### src/rtl/lz_pkg.sv
`default_nettype none
// ============================================================================
// Module   : lz_pkg
// Brief    : State encoding and width helper shared by the lz_normalizer slice
// Revision : 1.0
// ============================================================================
package lz_pkg;

  localparam logic [1:0] ST_IDLE  = 2'd0;
  localparam logic [1:0] ST_SHIFT = 2'd1;
  localparam logic [1:0] ST_DONE  = 2'd2;

  typedef enum logic [1:0] {
    IDLE  = ST_IDLE,
    SHIFT = ST_SHIFT,
    DONE  = ST_DONE
  } state_e;

  // Ceil-log2 usable in constant expressions; lz_clog2(1) is 0.
  function automatic int lz_clog2(input int value);
    int result;
    result = 0;
    for (int i = 0; i < 32; i++) begin
      if ((1 << i) < value) result = i + 1;
    end
    return result;
  endfunction

endpackage
`default_nettype wire

### src/rtl/lz_norm_datapath.sv
`default_nettype none
// ============================================================================
// Module   : lz_norm_datapath
// Brief    : Work register, shift count and zero flag for the normalizer
// Revision : 1.0
// ============================================================================
module lz_norm_datapath
  import lz_pkg::*;
#(
  parameter int WIDTH = 8,
  parameter int CW    = 4
) (
  input  logic             clk,
  input  logic             rst_n,
  input  logic             load,
  input  logic             shift,
  input  logic [WIDTH-1:0] load_data,
  output logic [WIDTH-1:0] work,
  output logic [CW-1:0]    count,
  output logic             zero
);

  logic [WIDTH-1:0] r_work;
  logic [CW-1:0]    r_count;
  logic             r_zero;

  always_ff @(posedge clk or negedge rst_n) begin
    if (!rst_n) begin
      r_work  <= '0;
      r_count <= '0;
      r_zero  <= 1'b0;
    end else if (load) begin
      r_work <= load_data;
      // An all-zero word is reported as fully shifted without iterating.
      if (load_data == '0) begin
        r_zero  <= 1'b1;
        r_count <= CW'(WIDTH);
      end else begin
        r_zero  <= 1'b0;
        r_count <= '0;
      end
    end else if (shift) begin
      r_work  <= {r_work[WIDTH-2:0], 1'b0};
      r_count <= r_count + CW'(1);
    end
  end

  assign work  = r_work;
  assign count = r_count;
  assign zero  = r_zero;

endmodule
`default_nettype wire

### src/rtl/lz_normalizer.sv
`default_nettype none
// ============================================================================
// Module   : lz_normalizer
// Brief    : Iterative left-normalizer, one shift per cycle, valid/ready I/O
// Revision : 1.0
// ============================================================================
module lz_normalizer
  import lz_pkg::*;
#(
  parameter  int WIDTH = 8,
  localparam int CW    = lz_clog2(WIDTH + 1)
) (
  input  logic             clk,
  input  logic             rst_n,
  input  logic             in_valid,
  output logic             in_ready,
  input  logic [WIDTH-1:0] in_data,
  output logic             out_valid,
  input  logic             out_ready,
  output logic [WIDTH-1:0] out_data,
  output logic [CW-1:0]    out_shift,
  output logic             out_zero
);

  state_e           r_state;
  state_e           w_next_state;
  logic             w_load;
  logic             w_shift;
  logic [WIDTH-1:0] w_work;
  logic [CW-1:0]    w_count;
  logic             w_zero;

  always_ff @(posedge clk or negedge rst_n) begin
    if (!rst_n) r_state <= IDLE;
    else        r_state <= w_next_state;
  end

  always_comb begin
    w_next_state = r_state;
    w_load       = 1'b0;
    w_shift      = 1'b0;
    case (r_state)
      IDLE: begin
        if (in_valid) begin
          w_load       = 1'b1;
          w_next_state = SHIFT;
        end
      end
      SHIFT: begin
        if (w_zero || w_work[WIDTH-1]) w_next_state = DONE;
        else                           w_shift      = 1'b1;
      end
      DONE: begin
        if (out_ready) w_next_state = IDLE;
      end
      default: w_next_state = IDLE;
    endcase
  end

  lz_norm_datapath #(
    .WIDTH (WIDTH),
    .CW    (CW)
  ) u_datapath (
    .clk       (clk),
    .rst_n     (rst_n),
    .load      (w_load),
    .shift     (w_shift),
    .load_data (in_data),
    .work      (w_work),
    .count     (w_count),
    .zero      (w_zero)
  );

  // Handshake flags decode the state register only; no input-to-output paths.
  assign in_ready  = (r_state == IDLE);
  assign out_valid = (r_state == DONE);
  assign out_data  = w_work;
  assign out_shift = w_count;
  assign out_zero  = w_zero;

endmodule
`default_nettype wire

### config.mk
export PLATFORM = sky130hd
export DESIGN_NAME = lz_normalizer
export DESIGN_NICKNAME = d
export VERILOG_FILES = /design/src/rtl/lz_pkg.sv /design/src/rtl/lz_norm_datapath.sv /design/src/rtl/lz_normalizer.sv
export SDC_FILE = /design/constraint.sdc
export NUM_CORES = 1
export LEC_CHECK = 0
export CORE_AREA = 4 4 78 62
export CTS_BUF_LIST = sky130_fd_sc_hd__clkbuf_16
export DETAILED_ROUTE_END_ITERATION = 8
export DIE_AREA = 0 0 82 66
export DONT_BUFFER_PORTS = 1
export PLACE_DENSITY = 0.72
export SLEW_MARGIN = 5
export SYNTH_ARGS = -nofsm -noshare
export SYNTH_HDL_FRONTEND = slang
export SYNTH_SLANG_ARGS = --single-unit
### constraint.sdc
create_clock -name clk -period 2.31 [get_ports clk]
set_clock_uncertainty 0.05 [all_clocks]
set_input_delay 0.231 -clock clk [delete_from_list [all_inputs] [get_ports clk]]
set_output_delay 0.231 -clock clk [all_outputs]
set_load 0.01 [all_outputs]
* Word-level counts from Yosys, hierarchy flattened
Cells that the tools add are included.
W data, S select, Z words.
** Word-level totals
- Flip-flop bits (word level) :: 43
- Bits of input ports :: 12
- Output and inout bits :: 43
- Word-level logic and storage cells :: 29
** Cells by class
- Add/subtract/negate cells :: 1
- Equal/unequal tests :: 5
- Mux-type cells :: 14
- Reduce and logical (&&, ||, !) cells :: 5
** Operator list (number)
- $mux W32 :: 2
- $add A32 B1 Y32 const B :: 1
- $mux W8 :: 2
- $logic_not A8 Y1 :: 1
- $mux W2 :: 3
- $pmux W2 S3 :: 1
- $mux W1 :: 5
- $mux W4 :: 1
- $ne A2 B2 Y1 const B :: 2
- $reduce_and A3 Y1 :: 1
- $eq A2 B1 Y1 const B :: 1
- $eq A2 B2 Y1 const B :: 1
- $logic_not A2 Y1 :: 1
- $ne A2 B1 Y1 const B :: 1
- $reduce_bool A2 Y1 :: 1
- $logic_or A1 B1 Y1 :: 1

* Logic depth before layout (Yosys ltp)
Gate-level depths: netlist (run 1).
- Depth in word-level cells :: 5
- Mapped depth :: 6
- Gate-level depth less buffers :: 5

* Modules after synthesis
From an unflattened synthesis (run 1), not the netlist that was laid out.
** Second synthesis, totals
- Cells, all modules :: 233
- Area, all modules :: 2229.6 sq um
** By module, submodules not included
- lz_norm_datapath :: times used 1, cells each 222, area each 2107.0 sq um, sequential area each 1026.0 sq um
- lz_normalizer :: times used 1, cells each 11, area each 122.6 sq um, sequential area each 50.0 sq um

* Worst setup path after synthesis (run 1)
Ideal clock, no wire load.
- Path type :: reg2reg
- Start :: register u_datapath.r_work[7], in the netlist u_datapath.work[7]
- End :: register u_datapath.r_count[30], in the netlist u_datapath.count[30]
- Setup time :: 78 ps
- Arrival time :: 2211 ps
- Required time :: 2182 ps
- Slack :: -29 ps
- Stages on the path, launching flop included :: 6
- Path buffers :: 1
- Clock period less this slack :: 2339 ps
- Cell sequence :: dfrtp_1 > or4b_4 > buf_6 > or4_4 > or4_1 > a21oi_1
** Between the ends
- Word-level cells in the longest chain between the ends :: 4
** Ends and longest elaborated chain
- from (decl) :: RTL line lz_norm_datapath.sv:23 : logic [WIDTH-1:0] r_work;
- from (signal assigned) :: RTL line lz_norm_datapath.sv:33 : r_work <= load_data;
- from (signal assigned) :: RTL line lz_norm_datapath.sv:43 : r_work <= {r_work[WIDTH-2:0], 1'b0};
- $logic_or A1 B1 Y1 :: RTL line lz_normalizer.sv:50 : if (w_zero || w_work[WIDTH-1]) w_next_state = DONE;
- $mux W1 :: RTL line lz_normalizer.sv:50
- $mux W1 :: RTL line lz_normalizer.sv:42 : case (r_state)
- $reduce_bool A2 Y1 (no line)
- to (signal assigned) :: RTL line lz_norm_datapath.sv:37 : r_count <= CW'(WIDTH);
- to (signal assigned) :: RTL line lz_norm_datapath.sv:44 : r_count <= r_count + CW'(1);
- to (decl) :: RTL line lz_norm_datapath.sv:24 : logic [CW-1:0] r_count;
No other way between the ends.
A chain may end at the register's enable or synchronous reset.

* Worst setup path in the final report (run 1)
- Start :: register u_datapath.r_zero, in the netlist u_datapath.zero
- End :: register u_datapath.r_count[25], in the netlist u_datapath.count[25]
** Between the ends
- Word-level cells in the longest chain between the ends :: 4
** Ends and longest elaborated chain
- from (decl) :: RTL line lz_norm_datapath.sv:25 : logic r_zero;
- from (signal assigned) :: RTL line lz_norm_datapath.sv:31 : r_zero <= 1'b0;
- from (signal assigned) :: RTL line lz_norm_datapath.sv:36 : r_zero <= 1'b1;
- from (signal assigned) :: RTL line lz_norm_datapath.sv:39 : r_zero <= 1'b0;
- $logic_or A1 B1 Y1 :: RTL line lz_normalizer.sv:50
- $mux W1 :: RTL line lz_normalizer.sv:50
- $mux W1 :: RTL line lz_normalizer.sv:42
- $reduce_bool A2 Y1 (no line)
No other way between the ends.

==> impl_metrics.tcl, run 1 <==
set metrics [dict create \
    status "completed" \
    gr-total-overflow 0 \
    postSynthAreaPerCell_um2 9.39 \
    setup_total_negative_slack_ns 0 \
    core.rowCount 20 \
    leakage_nw 1.13 \
    final-max-slew-violation-count 0 \
    vias_in_the_first_global_route 1862 \
    grt_start_max_net_pins 44 \
    final.period_utilization_pct 98.5 \
    number_of_detailed_route_iterations_in_the_first_pass 4 \
    detailedRoute.firstIterationViolations 104 \
    switching_share_pct 34.4 \
    comb_power_share_pct 27.3 \
    dr_total_vias 1909 \
    postSynthRegisterBits 43 \
    final_layout_size_suffix_gt1_share_pct 22.4 \
    post_synth_edffs 0 \
    root_buffer "clkbuf_16" \
    hold-path-cell-count 2 \
    clock_tree.buffer_depth 2 \
    postLayoutSetupSlackWorst_ns 0.0350 \
    syn_inst 232 \
    power.density_mw_per_mm2 847 \
    globalplace.congestion 0.754 \
    hold_viol 0 \
    finish.net_count 271 \
    yosysSeqAreaShare_pct 49.4 \
    synth_cell_type_count 35 \
    worst_setup_path_start_kind "flop" \
    synthesis.nets 245 \
    area.growth.synth_to_final_pct 23.8 \
    power_frac_clock_pct 29.9 \
    critical_path.max_fanout 6 \
    worst_setup_path_end_kind "flop" \
    initial_antenna_violation_count 0 \
    ff2ff_setup_slack_ns 0.04 \
    die_ar_mm2 0.00541 \
    internal_power_mw 1.50 \
    cts.sinks 43 \
    port_buffers 0 \
    insertedDiodeCount 0 \
    hpwlAfterDp_um 3640 \
    max_freq_mhz 440 \
    h-tree-depth 2 \
    min_period_ns 2.27 \
    p_switching_mw 0.787 \
    peakVddDrop_uv 765 \
    tritoncts_clock_tree "built" \
    syn_area_mm2 0.00218 \
    clock_insertion_delay_worst_skew_ns 0.29 \
    preCtsSetupSlack_ns -0.0737 \
    ys_async_sr_fraction_pct 100 \
    die_x_um 82 \
    routed_wl_um 5420 \
    reg2regPathDepth 5 \
    total_of_max_cap_violations 0 \
    synthFlopType "dfrtp_1" \
    io-pin-count 55 \
    regToRegStartpoint "u_datapath.zero" \
    gr-usage-all-layers_pct 22.2 \
    seq_power_share_pct 42.8 \
    max_slew_margin_pct 49.9 \
    clkSlewWorstSetupHoldPaths_ns 0.06 \
    grt_setup_unrepaired "true" \
    critPathKind "reg -> reg" \
    crit-reg2reg-capture "u_datapath.count[25]" \
    cts_made_buffers 5 \
    cp.required_ns 2.48 \
    min-delay-start "in_data[7]" \
    routed_wire_length_per_instance_um 17.2 \
    setup_viol 0 \
    core_mm2 0.00400 \
    final_antenna_violating_net_count 0 \
    die_h_um 66 \
    start_util_pct 54.4 \
    worst_hold_path.endpoint "u_datapath.work[7]" \
    worst_ep_arrival_time_ns 2.44 \
    route.detailed.vias_per_inst 6.08 \
    grt_first_pass_wirelength_um 9070 \
    worst_hold_path_type "in -> reg" \
    worst_pin_slew_ns 0.749 \
    detail_route.drc_violations 0 \
    yosys_warnings 0 \
]
==> metrics by stage <==
stage	hold slack (ns)	std cells	utilization, %	power, mW	area (um^2)
6_report	0.0111	314	67.4	2.29	2700
2_1_floorplan	-0.115	232	-	1.37	2190
5_1_grt	0.0226	314	67.4	2.42	2700
4_1_cts	0.00633	313	66.4	2.29	2660
3_5_place_dp	-0.113	302	60.4	1.60	2420
3_3_place_gp	-0.113	302	60.4	1.58	2420
==> cell type report <==
class,count,area (um^2)
clock buffers,5,125
fillers,323,1310
clock inverters,3,15.0
flip-flops and latches,43,1080
well taps,55,68.8
inverters,9,33.8
repair buffers,32,312
multi-input cells,167,1070
==> power groups by stage <==
stage | registers (mW) | clock network (mW) | logic, mW
after global routing | 0.997 | 0.718 | 0.703
after detailed placement | 0.992 | 0 | 0.606
after CTS | 0.979 | 0.694 | 0.620
final | 0.978 | 0.683 | 0.625
after global placement | 0.988 | 0 | 0.591
after floorplan | 0.999 | 0 | 0.371
==> cells in the final DEF (no fill, tap or decap), types with 2 or more instances in the layout <==
master	Yosys	routed
a21oi_1	19	16
a21oi_2	0	3
a22o_1	3	3
a22oi_1	6	6
and3_1	2	2
and4_1	3	3
buf_4	1	26
clkbuf_16	0	5
clkinv_2	0	3
dfrtp_1	43	43
inv_1	9	9
mux2i_1	3	3
nand2_1	30	30
nand3_1	10	10
nand4_1	9	9
nor2_1	12	12
nor3_1	2	2
nor4_1	7	5
nor4_2	1	3
o21ai_0	9	9
o31ai_1	12	11
or2_2	3	3
or3_1	7	5
or3_4	0	2
or4_1	13	10
or4_4	1	4
xnor2_1	6	6
xor2_1	2	2
==> synthesized netlist by cell type, types with 2 or more instances <==
library cell,n,area [um^2]
nor3_1,2,10.0
o31ai_1,12,90.1
a21oi_1,19,95.1
a22oi_1,6,45.0
or2_2,3,18.8
or4_1,13,97.6
nand3_1,10,50.1
nand2_1,30,113
clkbuf_1,9,33.8
dfrtp_1,43,1080
o21ai_0,9,45.0
xnor2_1,6,52.6
nor4_1,7,43.8
or3_1,7,43.8
xor2_1,2,17.5
a22o_1,3,26.3
inv_1,9,33.8
and4_1,3,26.3
nand4_1,9,56.3
and3_1,2,12.5
mux2i_1,3,30.0
nor2_1,12,45.0
==> worst max path at each step <==
stage / cells after the start / startpoint / to / slack, ns
final: 5 / u_datapath.zero / u_datapath.count[25] / 0.04
after global routing: 5 / u_datapath.zero / u_datapath.count[25] / -0.04
after CTS: 5 / u_datapath.zero / u_datapath.count[25] / 0.03
after detailed placement: 6 / r_state[1] / u_datapath.count[16] / -0.07
after global placement: 5 / r_state[1] / u_datapath.count[30] / -0.03
after floorplan: 5 / u_datapath.work[7] / u_datapath.count[30] / -0.03
==> state kept, by name, summed over array words and instances, names as in the netlist <==
signal / flops
u_datapath.count: 32
r_state: 2
u_datapath.work: 8
u_datapath.zero: 1
==> critical path: stages (launching register included) <==
cell and delay (ns):
dfrtp_1 0.38, or4b_4 0.56, or4_4 0.47, buf_8 0.16
or4_4 0.47, a21oi_2 0.12
==> cells by family (layout without fill, tap and decap cells) <==
logic type	count (synthesis)	count (layout)	share of synthesized area (%)
AOI/OAI and AO/OA	51	51	14.6
xor gates and xnor gates	8	8	3.21
adders and majority gates	1	1	0.574
buffers and inverters	22	49	4.42
DFF	43	43	49.4
muxes	3	3	1.38
and+or+nand+nor	104	104	26.5
==> layer usage <==
metal	global-route usage (%)	vias to the layer above	routed length (um)	part of all wire, %
met5	0	-	0	0
met4	9.13	0	85	1.6
met3	8.31	9	482	8.9
met2	32.8	58	2310	43
met1	29.2	928	2530	47
li1	-	914	-	-
==> what timing repair did <==
action / 4_1_cts / 5_1_grt
cloned: 1 / 0
resized for setup: 4 / 8
endpoints found under the hold margin: 43 / 0
setup endpoints to repair: 12 / 9
buffers inserted: 1 / 1
pin swaps: 6 / 0
hold buffers: 2 / 0
Power figures use the tool's default switching activity.
==> run 2, diff against run 1 <==
--- a/config.mk
+++ b/config.mk
@@ -15,3 +15,4 @@
 export SYNTH_ARGS = -nofsm -noshare
 export SYNTH_HDL_FRONTEND = slang
 export SYNTH_SLANG_ARGS = --single-unit
+export TNS_END_PERCENT = 10
==> run 2 against run 1 <==
Net effect: power increased by 10%; final area is 1.6% higher; combinational power down 0.8%; first-iteration DRC count grew 130%; wire length fell by 0.37%; clock power up 34%; final cell count decreased by 0.64%; core utilization up 1.1 points; non-clock buffer count decreased by 3; largest cell class is now multi-input combinational cells.
==> impl_metrics.tcl, run 2 (synthesis results as in run 1) <==
set metrics [dict create \
    die_h_um 66 \
    worst_path_max_delay_cell "or4b_4" \
    peakVddDrop_uv 818 \
    worst_setup_path_start_kind "flop" \
    status "completed" \
    final-max-slew-violation-count 0 \
    detailedRoute.firstIterationViolations 243 \
    final.fill_count 320 \
    power.density_mw_per_mm2 917 \
    critical_path.cell_chain "or4b_4, buf_4, buf_4, or4_4, or3_4, a21oi_2" \
    cp_num_buf_inv 2 \
    route.detailed.vias_per_inst 6.17 \
    vias_in_the_first_global_route 1848 \
    routed_wire_length_per_instance_um 17.3 \
    start_util_pct 54.4 \
    final_layout_size_suffix_gt1_share_pct 24.5 \
    insertedDiodeCount 0 \
    setup_viol 0 \
    total_power_mw 2.52 \
    final_antenna_violating_net_count 0 \
    detail_route.drc_violations 0 \
    finish.net_count 269 \
    h-tree-depth 2 \
    cp.required_ns 2.48 \
    most_frequent_cells_in_the_layout "dfrtp_1 (43), nand2_1 (30), buf_4 (26), a21oi_1 (13), nor2_1 (12)" \
    final.period_utilization_pct 99.9 \
    dr_total_vias 1925 \
    area.growth.synth_to_final_pct 25.8 \
    die_ar_mm2 0.00541 \
    ff_latch_area_mm2 0.00108 \
    hold_viol 0 \
    number_of_detailed_route_iterations_in_the_first_pass 4 \
    crit_path_top_cell_by_count "buf_4" \
    grt_first_pass_wirelength_um 9060 \
    worst_pin_slew_ns 0.759 \
    min_period_ns 2.31 \
    layout.cells.most_common "dfrtp_1" \
    core_mm2 0.00400 \
    total_of_max_cap_violations 0 \
    gr-usage-all-layers_pct 21.9 \
    largest_register_ff_count 32 \
    core.rowCount 20 \
    critical_path.max_fanout 9 \
    routed_wl_um 5400 \
    cp_top_family "simple AND/OR/NAND/NOR gates" \
    final.hold.worst_slack_ns 0.0176 \
    postLayoutSetupSlackWorst_ns 0.00124 \
    max_slew_margin_pct 49.2 \
    worst_setup_path_end_kind "flop" \
    max_freq_mhz 433 \
    initial_antenna_violation_count 0 \
    clkSlewWorstSetupHoldPaths_ns 0.06 \
    worst_hold_path_type "in -> reg" \
    critPathKind "reg -> reg" \
    critical_path.max_stage_delay_ns 0.54 \
    globalplace.congestion 0.766 \
    preCtsSetupSlack_ns -0.100 \
    tritoncts_clock_tree "built" \
    gr-total-overflow 0 \
    grt_start_max_net_pins 44 \
    leakage_nw 1.14 \
    die_x_um 82 \
    grt_setup_unrepaired "true" \
    worst_ep_arrival_time_ns 2.48 \
    hpwlAfterDp_um 3580 \
    clock_tree.buffer_depth 2 \
    root_buffer "clkbuf_16" \
    cts_made_buffers 5 \
    io-pin-count 55 \
    clock_insertion_delay_worst_skew_ns 0.29 \
    setup_total_negative_slack_ns 0 \
    post_layout_nonfiller_instances 312 \
    port_buffers 0 \
    cts.sinks 43 \
    placed_cells 301 \
    multi_input_comb_area_mm2 0.00113 \
]
==> run 2: cell count changes in the layout (fill, tap and decap cells not counted), moves of 2 or more <==
cell and change:
a21oi_1 -3, a21oi_2 +3, clkinv_2 -3, nor4_2 -3
o31ai_1 -3, or4_4 +3, bufinv_16 +2, nor4_4 +2
o31ai_2 +2, or4_1 -2
==> run 2: metal layers <==
layer / GRT usage, % / share of wire [%]
met1: 29.9 / 43
met2: 32.4 / 47
met3: 6.95 / 7.7
met4: 7.88 / 1.5
met5: 0 / 0
==> run 2: final cells by class <==
type | instances | share of cell area [%]
tap | 55 | 2.51
sequential | 43 | 39.3
inverter | 9 | 1.23
timing repair buffer | 29 | 8.63
multi-input combinational | 168 | 41.4
clock buffer | 5 | 4.56
clock inverter | 3 | 2.46
==> run 2: repair_timing <==
| item | in CTS | in global routing |
|---|---|---|
| pin swaps | 13 | 2 |
| hold endpoints to repair | 43 | 0 |
| hold buffers | 2 | 0 |
| setup buffers | 1 | 0 |
| gates resized for setup | 12 | 12 |
| setup endpoints to repair | 17 | 20 |
| gates cloned | 1 | 0 |
==> run 2: path summary, 6_finish.rpt <==
check	start	to	slack, ns	cells after the start
min in group asynchronous	rst_n	u_datapath.count[7]	0.36	2
worst min register to register	u_datapath.work[6]	u_datapath.work[6]	0.52	2
worst min-delay path	in_data[7]	u_datapath.work[7]	0.02	2
worst max register to register	r_state[1]	u_datapath.count[9]	0.001	6
worst max-delay path	r_state[1]	u_datapath.count[9]	0.001	6
max in group asynchronous	rst_n	u_datapath.count[19]	1.64	2
==> run 2: stage by stage <==
step / cell area [um^2] / util [%]
floorplan: 2180 / -
global placement: 2400 / 59.9
detailed placement: 2400 / 59.9
CTS: 2700 / 67.5
global route: 2740 / 68.5
finish: 2740 / 68.5
==> run 2: worst register-to-register path: stages (launching register included) <==
cell and delay, ns:
dfrtp_1 0.38, or4b_4 0.54, buf_4 0.16, buf_4 0.16, or4_4 0.49, or3_4 0.34, a21oi_2 0.13
==> run 2: report_power, final <==
group / switching [mW] / leakage, nW / internal, mW
registers: 0.119 / 0.584 / 0.858
clock network: 0.299 / 0.0900 / 0.619
logic: 0.375 / 0.465 / 0.245
==> run 3, diff against run 2 <==
--- a/config.mk
+++ b/config.mk
@@ -5,6 +5,7 @@
 export SDC_FILE = /design/constraint.sdc
 export NUM_CORES = 1
 export LEC_CHECK = 0
+export ABC_CLOCK_PERIOD_IN_PS = 2310
 export CORE_AREA = 4 4 78 62
 export CTS_BUF_LIST = sky130_fd_sc_hd__clkbuf_16
 export DETAILED_ROUTE_END_ITERATION = 8
==> results of run 3 <==
No change in the layout: final DEF, timing and power equal those of run 2.
